`src/rtl/dff_pipe_pkg.sv`:
```
`default_nettype none
// ============================================================================
// Module   : dff_pipe_pkg
// Brief    : Shared constants and helpers for the dff_pipe capture pipeline.
// Revision : 1.0 - initial release
// ============================================================================
package dff_pipe_pkg;

    // One camera byte per pixel-bus word.
    localparam int DFF_PIPE_DEF_WIDTH = 8;
    localparam int DFF_PIPE_RESET_VAL = 0;

    function automatic int occ_width(input int depth);
        return (depth < 1) ? 1 : $clog2(depth + 1);
    endfunction

endpackage
`default_nettype wire

```
`src/rtl/dff_pipe_stage.sv`:
```
`default_nettype none
// ============================================================================
// Module   : dff_pipe_stage
// Brief    : One pipeline slot: WIDTH-bit data register plus valid bit.
// Revision : 1.0 - initial release
// ============================================================================
module dff_pipe_stage
    import dff_pipe_pkg::*;
#(
    parameter int               WIDTH     = DFF_PIPE_DEF_WIDTH,
    parameter logic [WIDTH-1:0] RESET_VAL = '0
)(
    input  logic             clk,
    input  logic             i_rst_n,
    input  logic             i_flush,
    input  logic             i_load,
    input  logic [WIDTH-1:0] i_data,
    input  logic             i_valid,
    output logic [WIDTH-1:0] o_data,
    output logic             o_valid
);

    logic [WIDTH-1:0] r_data;
    logic             r_valid;

    always_ff @(posedge clk) begin
        if (!i_rst_n || i_flush) begin
            r_data  <= RESET_VAL;
            r_valid <= 1'b0;
        end else if (i_load) begin
            r_data  <= i_data;
            r_valid <= i_valid;
        end
    end

    assign o_data  = r_data;
    assign o_valid = r_valid;

endmodule
`default_nettype wire

```
`src/rtl/dff_pipe.sv`:
```
`default_nettype none
// ============================================================================
// Module   : dff_pipe
// Brief    : DEPTH-stage ready/valid register pipeline with inverted output.
//            Optional occupancy counter via DFF_PIPE_OCCUPANCY_EN.
// Revision : 1.0 - initial release
// ============================================================================
module dff_pipe
    import dff_pipe_pkg::*;
#(
    parameter int               WIDTH     = DFF_PIPE_DEF_WIDTH,
    parameter int               DEPTH     = 2,
    parameter logic [WIDTH-1:0] RESET_VAL = WIDTH'(DFF_PIPE_RESET_VAL)
)(
    input  logic             pl,
    input  logic             Reset,
    input  logic             flush,
    input  logic             in_valid,
    output logic             in_ready,
    input  logic [WIDTH-1:0] in_data,
    output logic             out_valid,
    input  logic             out_ready,
    output logic [WIDTH-1:0] out_data,
    output logic [WIDTH-1:0] out_data_bar
`ifdef DFF_PIPE_OCCUPANCY_EN
    ,
    output logic [occ_width(DEPTH)-1:0] occupancy
`endif
);

    if (DEPTH < 1) begin : g_bad_depth
        $error("dff_pipe: DEPTH must be at least 1");
    end

    logic [DEPTH-1:0] w_adv;
    logic [DEPTH-1:0] w_valid;
    logic [WIDTH-1:0] w_data [DEPTH];
    logic             w_in_ready;

    // Walk from the output back: a stage may advance if it or any later stage is empty.
    always_comb begin : p_ready_chain
        logic w_acc;
        w_acc = out_ready;
        w_adv = '0;
        for (int i = DEPTH - 1; i >= 0; i--) begin
            w_acc    = w_acc || !w_valid[i];
            w_adv[i] = w_acc;
        end
    end

    assign w_in_ready = w_adv[0] && !flush;
    assign in_ready   = w_in_ready;

    for (genvar i = 0; i < DEPTH; i++) begin : g_stage
        logic [WIDTH-1:0] w_d_in;
        logic             w_v_in;

        if (i == 0) begin : g_head
            assign w_d_in = in_data;
            assign w_v_in = in_valid && w_in_ready;
        end else begin : g_body
            assign w_d_in = w_data[i-1];
            assign w_v_in = w_valid[i-1];
        end

        dff_pipe_stage #(
            .WIDTH     (WIDTH),
            .RESET_VAL (RESET_VAL)
        ) u_stage (
            .clk     (pl),
            .i_rst_n (Reset),
            .i_flush (flush),
            .i_load  (w_adv[i]),
            .i_data  (w_d_in),
            .i_valid (w_v_in),
            .o_data  (w_data[i]),
            .o_valid (w_valid[i])
        );
    end

    assign out_valid    = w_valid[DEPTH-1];
    assign out_data     = w_data[DEPTH-1];
    assign out_data_bar = ~w_data[DEPTH-1];

`ifdef DFF_PIPE_OCCUPANCY_EN
    localparam int OCC_W = occ_width(DEPTH);

    logic [OCC_W-1:0] r_occ;
    logic             w_in_xfer;
    logic             w_out_xfer;

    assign w_in_xfer  = in_valid && w_in_ready;
    assign w_out_xfer = w_valid[DEPTH-1] && out_ready;

    // Simultaneous in and out transfers cancel, so the count stays within 0..DEPTH.
    always_ff @(posedge pl) begin
        if (!Reset || flush) begin
            r_occ <= '0;
        end else if (w_in_xfer && !w_out_xfer) begin
            r_occ <= r_occ + 1'b1;
        end else if (!w_in_xfer && w_out_xfer) begin
            r_occ <= r_occ - 1'b1;
        end
    end

    assign occupancy = r_occ;
`else
    // Occupancy counter compiled out; the data and flow-control paths are unaffected.
`endif

endmodule
`default_nettype wire

```
`config.mk`:
```
export PLATFORM = sky130hd
export DESIGN_NAME = dff_pipe
export DESIGN_NICKNAME = d
export VERILOG_FILES = /design/src/rtl/dff_pipe_pkg.sv /design/src/rtl/dff_pipe_stage.sv /design/src/rtl/dff_pipe.sv
export SDC_FILE = /design/constraint.sdc
export NUM_CORES = 1
export LEC_CHECK = 0
export ABC_AREA = 1
export CAP_MARGIN = 20
export CORE_MARGIN = 2
export CORE_UTILIZATION = 42
export CTS_BUF_LIST = sky130_fd_sc_hd__clkbuf_4
export DETAILED_ROUTE_END_ITERATION = 16
export PLACE_DENSITY = 0.89
export REMOVE_ABC_BUFFERS = 1
export SLEW_MARGIN = 20
export SYNTH_ARGS = -nofsm -noshare
export SYNTH_HDL_FRONTEND = slang
export SYNTH_HIERARCHICAL = 1
export SYNTH_SLANG_ARGS = --single-unit
```
`constraint.sdc`:
```
create_clock -name pl -period 1.25 [get_ports pl]
set_clock_uncertainty 0.15 [all_clocks]
set_input_delay 0.25 -clock pl [delete_from_list [all_inputs] [get_ports pl]]
set_output_delay 0.25 -clock pl [all_outputs]
set_load 0.05 [all_outputs]
```
# Word level (Yosys, flattened, before mapping)
# Cells that the tools add are included.
[word_totals] in_bits=13 elab_cells=14 regBits=18
[op_classes] bitwise=1 reduce_logical=9
[ops] cell="8-bit inverter" count=1
[ops] cell="1-bit logical NOT" count=4
[ops] cell="1-bit logical OR" count=3
[ops] cell="1-bit logical AND" count=2

# Logic depth before layout (Yosys ltp)
# Gate-level depths: netlist of run 1.
[depth] depth_word=5 mapped_depth=6 ltp_nobuf=6

# By module
# Netlist of run 1, hierarchy kept.
[modules_own_cells] mod="dff_pipe_stage" instances=2 area_per_inst_um2=315.3 seq_area_each_um2=180.2 cells_each=40
[modules_own_cells] mod="dff_pipe" instances=1 area_per_inst_um2=71.3 seq_area_each_um2=0.0 cells_each=16

# Worst setup path after synthesis of run 1
# OpenSTA, ideal clock, no wires.
[synth_timing] path_kind="reg-to-output" from="register g_stage[1].u_stage.r_valid" to="output port in_ready" slack_ns=-0.269 path_stages_with_launch=4 arrival_time_ns=1.119 required_ns=0.850 path_cell_list="dfxtp_1 -> nand3_2 -> nand2_2 -> inv_1"
[synth_via] elab_chain_cells=4
[synth_lines] item="start, declared" line="dff_pipe_stage.sv:24" text="logic r_valid;"
[synth_lines] item="start signal, assigned" line="dff_pipe_stage.sv:32" text="r_valid <= i_valid;"
[synth_lines] item="1-bit logical NOT" line="dff_pipe.sv:46" text="w_acc = w_acc || !w_valid[i];"
[synth_lines] item="1-bit logical OR (2 in series)" line="dff_pipe.sv:46"
[synth_lines] item="via p_ready_chain.w_acc" line="dff_pipe.sv:42" text="logic w_acc;"
[synth_lines] item="1-bit logical AND" line="dff_pipe.sv:51" text="assign w_in_ready = w_adv[0] && !flush;"
[synth_lines] item="end, declared" line="dff_pipe.sv:19" text="output logic in_ready,"
# The timed path passes the listed nets, and every way through them passes these cells.

# Final worst setup path of run 1
[layout_timing] from="register g_stage[1].u_stage.r_valid" to="output port out_valid"
[layout_lines] item="end, declared" line="dff_pipe.sv:21" text="output logic out_valid,"
# No word-level cell between the ends.

==> flow_summary.yaml, run 1 <==
floorplan:
  dieHeight_um: 44.9
  num_io_pins: 31
  start_util_pct: 45.5
  die_w_um: 44.9
  core.rowCount: 14
  die_area_um2: 2010
  fp.coreArea_um2: 1540
clocking:
  cts_max_level: 1
  clock_latency_ps: 280
  clock-sinks: 18
  numCtsBuffers: 3
  cts.path.max_buffers: 2
  cts_tree: "built"
  cts-root-buf: "clkbuf_4"
  clkTransAtPathRegs_ps: 90
  postCtsHoldBufs: 0
setup_path:
  critPathKind: "register to output port"
  reg2reg_depth: 8
  crit_required_ps: 850
  rr_startpoint: "g_stage[0].u_stage/o_valid$_SDFFE_PP0P_"
  worstPathArrival_ps: 1000
  startpoint: "g_stage[1].u_stage/o_valid$_SDFFE_PP0P_"
  rrSetupSlack_ps: -100
  worst_setup_path_end_kind: "output port"
  path_max_fanout: 3
  r2r_end: "g_stage[0].u_stage/o_valid$_SDFFE_PP0P_"
  startpoint_type: "register"
drt:
  num_vias: 805
  drcViolationCount: 0
  first_pass_iters: 4
  ant_nets: 0
  initialDrtViolationCount: 13
  routed_wl_um: 2220
  wl_per_cell_um: 14.3
  via_per_inst: 5.19
timing:
  period_share_pct: 112
  finalWorstPathRequiredPeriod_ps: 1400
  clock.fmax_ghz: 0.715
  slew_viol_final: 0
  rsz0062_at_grt: "true"
  hold-worst-slack_ps: 319
  setup_ws_ps: -149
  fin_setup_tns_ps: -416
  slew_headroom_pct: 79.8
  tightestPinTransition_ps: 302
  hold_viol_final: 0
  setup_violations: 4
finish:
  drive_gt1_share_pct: 42.4
  area_delta_synth_final_pct: 90.7
  fillers: 72
  antenna_cells: 0
  final_core_util_pct: 86.9
  nets: 154
  layout.cells.non_filler: 155
place:
  io_buffers: 30
  gp_congestion: 0.757
  dp_cells: 145
  dp_hpwl_um: 1310
yosys:
  avgSynthCellArea_um2: 7.31
  syn-instance-count: 96
  synth_top_area_share_pct: 51.3
  yosys-top-cells-area: "dfxtp_1 51%, nand2_1 21%, a21oi_1 13%"
  ys_seq_area_share_pct: 51.3
  yosys_warnings: 6
  syn-cell-area_um2: 702
  yosysTopAreaCell: "dfxtp_1"
  ys_types: 9
  synth_seq_cells: 18
worst_hold_path:
  hp-class: "register to register"
  min_from: "g_stage[0].u_stage/o_data[6]$_SDFFE_PP0P_"
  hold_depth: 2
  worstHoldEndpoint: "g_stage[0].u_stage/o_data[6]$_SDFFE_PP0P_"
power:
  worst_ir_drop_vdd_mv: 0.676
  cellPowerDensity_nw_per_um2: 779
  power_leakage_uw: 0.000581
status:
  outcome: "complete, but fails checks"
  violations: "negative setup slack"
grt:
  grt_use_total_pct: 23.0
  grt_start_max_net_pins: 11
  grt_pass1_wl_um: 3270
  grt_pass1_vias: 765
  grt_antenna_before_repair: 0
  grt_overflow: 0
flow_run:
  maxCapViolCount: 0
## placed cells by master, fill, tap and decap left out
| cell | n |
|---|---|
| nor2_2 | 1 |
| buf_4 | 11 |
| clkdlybuf4s50_1 | 10 |
| nand2_1 | 38 |
| clkbuf_4 | 3 |
| dfxtp_4 | 8 |
| nand2_2 | 2 |
| inv_2 | 8 |
| dfxtp_2 | 2 |
| buf_12 | 18 |
| dlygate4sd2_1 | 2 |
| a21oi_1 | 18 |
| nand3_2 | 1 |
| inv_1 | 4 |
| buf_6 | 1 |
| inv_4 | 4 |
| dfxtp_1 | 8 |
## timing repair
item,in CTS,in global routing
pin swaps,3,1
cloned,0,0
endpoints found under the setup margin,25,17
gates resized for setup,28,8
setup buffers,6,1
## worst max path at each step
stage                                           endpoint
4_1_cts                                         in_ready
6_report                                       out_valid
3_5_place_dp   g_stage[0].u_stage/o_data[1]$_SDFFE_PP0P_
5_1_grt                                         in_ready
2_1_floorplan                                   in_ready
3_3_place_gp                                    in_ready
## critical path, cell delays in order (launching register included)
cell	delay, ps
dfxtp_2	350
buf_4	130
buf_6	110
buf_12	130
## metal layers
metal	vias to the layer above	GRT usage (%)	share of wire, %
met5	-	0	0
met4	0	11.2	3.2
met3	8	4.00	7.2
met2	49	46.1	58
met1	368	21.9	32
li1	380	-	-
## synthesized netlist by cell type
cell	n
inv_2	2
a21oi_1	18
dfxtp_1	18
nand2_2	1
nand3_2	1
nor2_2	1
buf_6	2
inv_1	14
nand2_1	39
## cell type report
class                   instances  area (um^2)  area share, %
flip-flops and latches         18          393           29.3
inverters                      16         70.1           5.23
well taps                      16         20.0           1.50
clock buffers                   3         22.5           1.68
repair buffers                 42          572           42.7
multi-input cells              60          262           19.5
## stage by stage
| stage | setup slack (ps) | cell area [um^2] | power (uW) |
|---|---|---|---|
| finish | -149 | 1340 | 1040 |
| global route | -206 | 1340 | 1100 |
| CTS | -161 | 1310 | 1050 |
| detailed placement | -342 | 1220 | 780 |
| global placement | -267 | 1220 | 776 |
| floorplan | -435 | 679 | 681 |
## where the power goes
part,switching [uW],internal (uW)
sequential,13.8,575
clock,160,112
combinational,86.3,95.8
## flip-flops by register name, indices dropped and copies added (netlist names)
signal,cells
g_stage.u_stage/o_data,16
g_stage.u_stage/o_valid,2
## cell families after synthesis
kind of cell / synth area share, %
flip-flops: 51.3
buffers and inverters: 11.8
AND/OR/NAND/NOR: 24.1
AO/OA/AOI/OAI: 12.8
Note: power is estimated with default switching activity, not from simulation.
==> inputs of run 2 (changes only) <==
- CORE_UTILIZATION: 42 -> 45
- PLACE_DENSITY: 0.89 -> 0.94
- clock period: 1.25 -> 1.8 ns (I/O delays scaled with it)
==> run 2 against run 1 <==
The run now ends clean. Clock-buffer cell count did not move. Non-clock buffer count shrank 10. Via count down 12%. Sequential share of layout area increased by 5.9 points. Cell count is 5.8% lower. Final area is 24% lower. Largest cell class is now registers. Largest power group unchanged.
==> flow_summary.yaml, run 2 (synthesis gave the netlist of run 1 again) <==
drt:
  ant_nets: 0
  initialDrtViolationCount: 10
  routed_wl_um: 1540
  num_vias: 708
  via_per_inst: 4.85
  wl_per_cell_um: 10.5
  drcViolationCount: 0
  first_pass_iters: 4
clocking:
  cts.path.max_buffers: 2
  cts-root-buf: "clkbuf_4"
  clock_latency_ps: 280
  cts_tree: "built"
  clock-sinks: 18
  clkTransAtPathRegs_ps: 100
  cts_max_level: 1
  postCtsSetupRepairBufs: 0
  numCtsBuffers: 3
power:
  worst_ir_drop_vdd_mv: 0.449
  pwr-share-seq_pct: 58.5
  power_leakage_uw: 0.000442
  power_frac_clock_pct: 27.8
  combPwrFrac_pct: 13.7
  cellPowerDensity_nw_per_um2: 696
  total_power_uw: 710
  swShare_pct: 24.7
  p_int_uw: 535
  p_sw_uw: 176
grt:
  grt_start_max_net_pins: 11
  grt_overflow: 0
  grt_pass1_wl_um: 2540
  grt_antenna_before_repair: 0
  grt_pass1_vias: 640
  grt_use_total_pct: 17.5
finish:
  fillers: 125
  largest_reg_flops: 16
  nets: 144
  layout_common_cells: "39 x nand2_1, 18 x a21oi_1, 18 x dfxtp_1, 18 x buf_4, 13 x inv_1"
  antenna_cells: 0
  area_delta_synth_final_pct: 45.5
  layout_commonest_cell: "nand2_1"
  drive_gt1_share_pct: 22.3
timing:
  hold_viol_final: 0
  hold-worst-slack_ps: 320
  tightestPinTransition_ps: 327
  setup_ws_ps: 80.3
  rsz0062_at_grt: "false"
  clock.fmax_ghz: 0.582
  period_share_pct: 95.5
  fin_setup_tns_ps: 0
  slew_headroom_pct: 78.1
  finalWorstPathRequiredPeriod_ps: 1720
  setup_violations: 0
  slew_viol_final: 0
setup_path:
  critPathKind: "input pin to output port"
  path_max_fanout: 2
  worstPathArrival_ps: 1210
  worst_path_largest_cell_delay_ps: 450
  startpoint_type: "input pin"
  crit_slowest_cell: "clkdlybuf4s50_1"
  cpLargestDelayFamily: "buffers and inverters"
  critPathBufInv: 4
  path_cells: "clkdlybuf4s50_1 -> inv_1 -> nand3_2 -> nand2_2 -> inv_2 -> buf_12"
  crit_required_ps: 1290
  rrSetupSlack_ps: 470
  worst_setup_path_end_kind: "output port"
status:
  outcome: "finished, final reports clean"
floorplan:
  num_io_pins: 31
  core.rowCount: 14
  die_area_um2: 1890
  dieHeight_um: 43.5
  start_util_pct: 47.1
  die_w_um: 43.5
  fp.coreArea_um2: 1490
place:
  io_buffers: 30
  dp_hpwl_um: 1160
  gp_congestion: 0.762
  post-place-ws_ps: 47.3
worst_hold_path:
  hp-class: "register to register"
flow_run:
  maxCapViolCount: 0
## run 2: routing by layer
layer	global-route usage (%)	vias up	wire (um)
met2	31.9	28	790
met5	0	-	0
li1	-	358	-
met1	18.8	320	647
met4	9.09	0	10
met3	3.75	2	91
## run 2: layout make-up
class / instances / area, um^2 / area share (%)
Sequential cell: 18 / 360 / 35.3
Timing Repair Buffer: 32 / 295 / 28.9
Multi-Input combinational cell: 60 / 259 / 25.4
Inverter: 16 / 60.1 / 5.88
Clock buffer: 3 / 22.5 / 2.21
Tap cell: 16 / 20.0 / 1.96
Clock inverter: 1 / 3.75 / 0.368
## run 2: timing repair
item	4_1_cts	5_1_grt
gates resized for setup	0	1
hold buffers	0	0
endpoints found under the setup margin	0	1
## run 2: tightest hold or removal path: cells and delay by family (launching register included)
kind            cells  cell delay [ps]
flops               1              320
compound gates      1               50
simple gates        1               60
## run 2: power groups by stage
stage          Clock (uW)  Sequential [uW]  Combinational, uW
5_1_grt               214              418                103
6_report              197              416               97.4
2_1_floorplan           0              435               38.0
4_1_cts               202              415               97.6
3_3_place_gp            0              424               94.6
3_5_place_dp            0              425               97.1
## run 2: worst paths after layout
| check | cells after the start | startpoint | end |
|---|---|---|---|
| worst max-delay path | 6 | out_ready | in_ready |
| worst min-delay path | 2 | g_stage[0].u_stage/o_data[6]$_SDFFE_PP0P_ | g_stage[0].u_stage/o_data[6]$_SDFFE_PP0P_ |
| worst max register to register | 5 | g_stage[1].u_stage/o_valid$_SDFFE_PP0P_ | g_stage[0].u_stage/o_data[7]$_SDFFE_PP0P_ |
| worst min register to register | 2 | g_stage[0].u_stage/o_data[6]$_SDFFE_PP0P_ | g_stage[0].u_stage/o_data[6]$_SDFFE_PP0P_ |
## run 2: through the flow
| step | cells | cell area [um^2] | utilization [%] |
|---|---|---|---|
| detailed placement | 142 | 995 | 66.8 |
| global placement | 142 | 995 | 66.8 |
| finish | 146 | 1020 | 68.6 |
| floorplan | 94 | 679 | - |
| CTS | 146 | 1020 | 68.6 |
| global route | 146 | 1020 | 68.6 |
==> inputs of run 3 (changes only) <==
- CORE_UTILIZATION: 45 -> 42
- CTS_BUF_LIST: sky130_fd_sc_hd__clkbuf_4 -> sky130_fd_sc_hd__clkbuf_16
- PLACE_DENSITY: 0.94 -> 0.89
==> run 3 against run 2 <==
Via count is 3.4% lower. Die area grew 6.5%. Flip-flop and latch count is the same. Clock-buffer cell count stayed put. Setup slack improved by 8.2 ps. Critical path type unchanged.
==> flow_summary.yaml, run 3 (synthesis gave the netlist of run 1 again) <==
power:
  total_power_uw: 948
  cellPowerDensity_nw_per_um2: 883
  pwr-share-seq_pct: 44.0
  swShare_pct: 20.9
  combPwrFrac_pct: 10.3
  p_sw_uw: 198
  worst_ir_drop_vdd_mv: 0.485
  power_leakage_uw: 0.000466
  p_int_uw: 750
  power_frac_clock_pct: 45.7
clocking:
  clkTransAtPathRegs_ps: 50
  cts_max_level: 1
  clock_latency_ps: 240
  cts-root-buf: "clkbuf_16"
  clock-sinks: 18
  cts_tree: "built"
  cts.path.max_buffers: 2
  numCtsBuffers: 3
timing:
  clock.fmax_ghz: 0.584
  setup_violations: 0
  slew_headroom_pct: 78.3
  tightestPinTransition_ps: 325
  slew_viol_final: 0
  fin_setup_tns_ps: 0
  rsz0062_at_grt: "false"
  finalWorstPathRequiredPeriod_ps: 1710
  setup_ws_ps: 88.6
  hold_viol_final: 0
  period_share_pct: 95.1
flow_run:
  maxCapViolCount: 0
drt:
  first_pass_iters: 4
  num_vias: 684
  via_per_inst: 4.68
  wl_per_cell_um: 11.2
  initialDrtViolationCount: 18
  ant_nets: 0
  drcViolationCount: 0
  routed_wl_um: 1630
place:
  dp_hpwl_um: 1140
  gp_congestion: 0.763
  post-place-ws_ps: 50.6
  io_buffers: 30
setup_path:
  crit_required_ps: 1290
  critPathBufInv: 4
  worst_path_largest_cell_delay_ps: 460
  path_max_fanout: 2
  startpoint_type: "input pin"
  crit_slowest_cell: "clkdlybuf4s50_1"
  worst_setup_path_end_kind: "output port"
  critPathKind: "input pin to output port"
  path_cells: "clkdlybuf4s50_1 -> inv_1 -> nand3_2 -> nand2_2 -> inv_2 -> buf_12"
  worstPathArrival_ps: 1200
  cpLargestDelayFamily: "buffers and inverters"
finish:
  multiInputGateArea_um2: 259
  layout_commonest_cell: "nand2_1"
  nets: 144
  fillers: 130
  area_delta_synth_final_pct: 52.9
  layout_common_cells: "39 x nand2_1, 18 x a21oi_1, 18 x dfxtp_1, 18 x buf_4, 13 x inv_1"
  drive_gt1_share_pct: 22.3
  antenna_cells: 0
  largest_reg_flops: 16
  seqCellArea_um2: 360
  final_core_util_pct: 69.6
status:
  outcome: "finished, final reports clean"
grt:
  grt_pass1_wl_um: 2650
  grt_pass1_vias: 638
  grt_overflow: 0
  grt_start_max_net_pins: 11
  grt_use_total_pct: 18.9
  grt_antenna_before_repair: 0
floorplan:
  die_area_um2: 2010
  fp.coreArea_um2: 1540
  core.rowCount: 14
  dieHeight_um: 44.9
  die_w_um: 44.9
  num_io_pins: 31
  start_util_pct: 45.5
worst_hold_path:
  hp-class: "register to register"
[run 3: changes by cell type in the layout (fill, tap and decap cells not counted)]
cell,before,now
clkbuf_16,0,3
clkbuf_4,3,0
[run 3: per-layer routing]
layer / GRT usage (%) / vias to the layer above / wire length, um
li1: - / 358 / -
met3: 4.40 / 2 / 111
met4: 13.5 / 0 / 14
met5: 0 / - / 0
met2: 33.6 / 34 / 877
met1: 19.3 / 290 / 626
[run 3: layout make-up]
type	instances	area share [%]
flip-flops and latches	18	33.6
repair buffers	32	27.5
multi-input cells	60	24.1
clock buffers	3	6.99
inverters	16	5.59
well taps	16	1.86
clock inverters	1	0.350
[run 3: worst reg2reg max path, cell delays in order, from the launching register on]
cell and delay [ps]:
dfxtp_1 420, nand3_2 120, buf_4 190, inv_2 140, nand2_1 90, a21oi_1 130
[run 3: what timing repair did]
action	CTS	global route
setup endpoints to repair	0	1
buffers inserted	0	0
hold buffers	0	0
resized for setup	0	1
[run 3: worst paths after layout]
kind / start / endpoint / slack [ps] / cells past startpoint
worst min-delay path: g_stage[0].u_stage/o_data[0]$_SDFFE_PP0P_ / g_stage[0].u_stage/o_data[0]$_SDFFE_PP0P_ / 310 / 2
worst min register to register: g_stage[0].u_stage/o_data[0]$_SDFFE_PP0P_ / g_stage[0].u_stage/o_data[0]$_SDFFE_PP0P_ / 310 / 2
worst max-delay path: out_ready / in_ready / 90 / 6
worst max register to register: g_stage[1].u_stage/o_valid$_SDFFE_PP0P_ / g_stage[0].u_stage/o_data[4]$_SDFFE_PP0P_ / 500 / 5
[run 3: power groups by stage]
stage          sequential, uW  combinational, uW  clock (uW)
3_3_place_gp              424               95.3           0
4_1_cts                   417               97.9         439
3_5_place_dp              425               96.6           0
2_1_floorplan             435               38.0           0
6_report                  417               97.5         434
5_1_grt                   417                104         462
[run 3: through the flow]
stage | hold slack (ps) | instances | instance area, um^2
after global routing | 331 | 146 | 1070
after global placement | 297 | 142 | 995
after CTS | 310 | 146 | 1070
after detailed placement | 298 | 142 | 995
after floorplan | 286 | 94 | 679
final | 311 | 146 | 1070
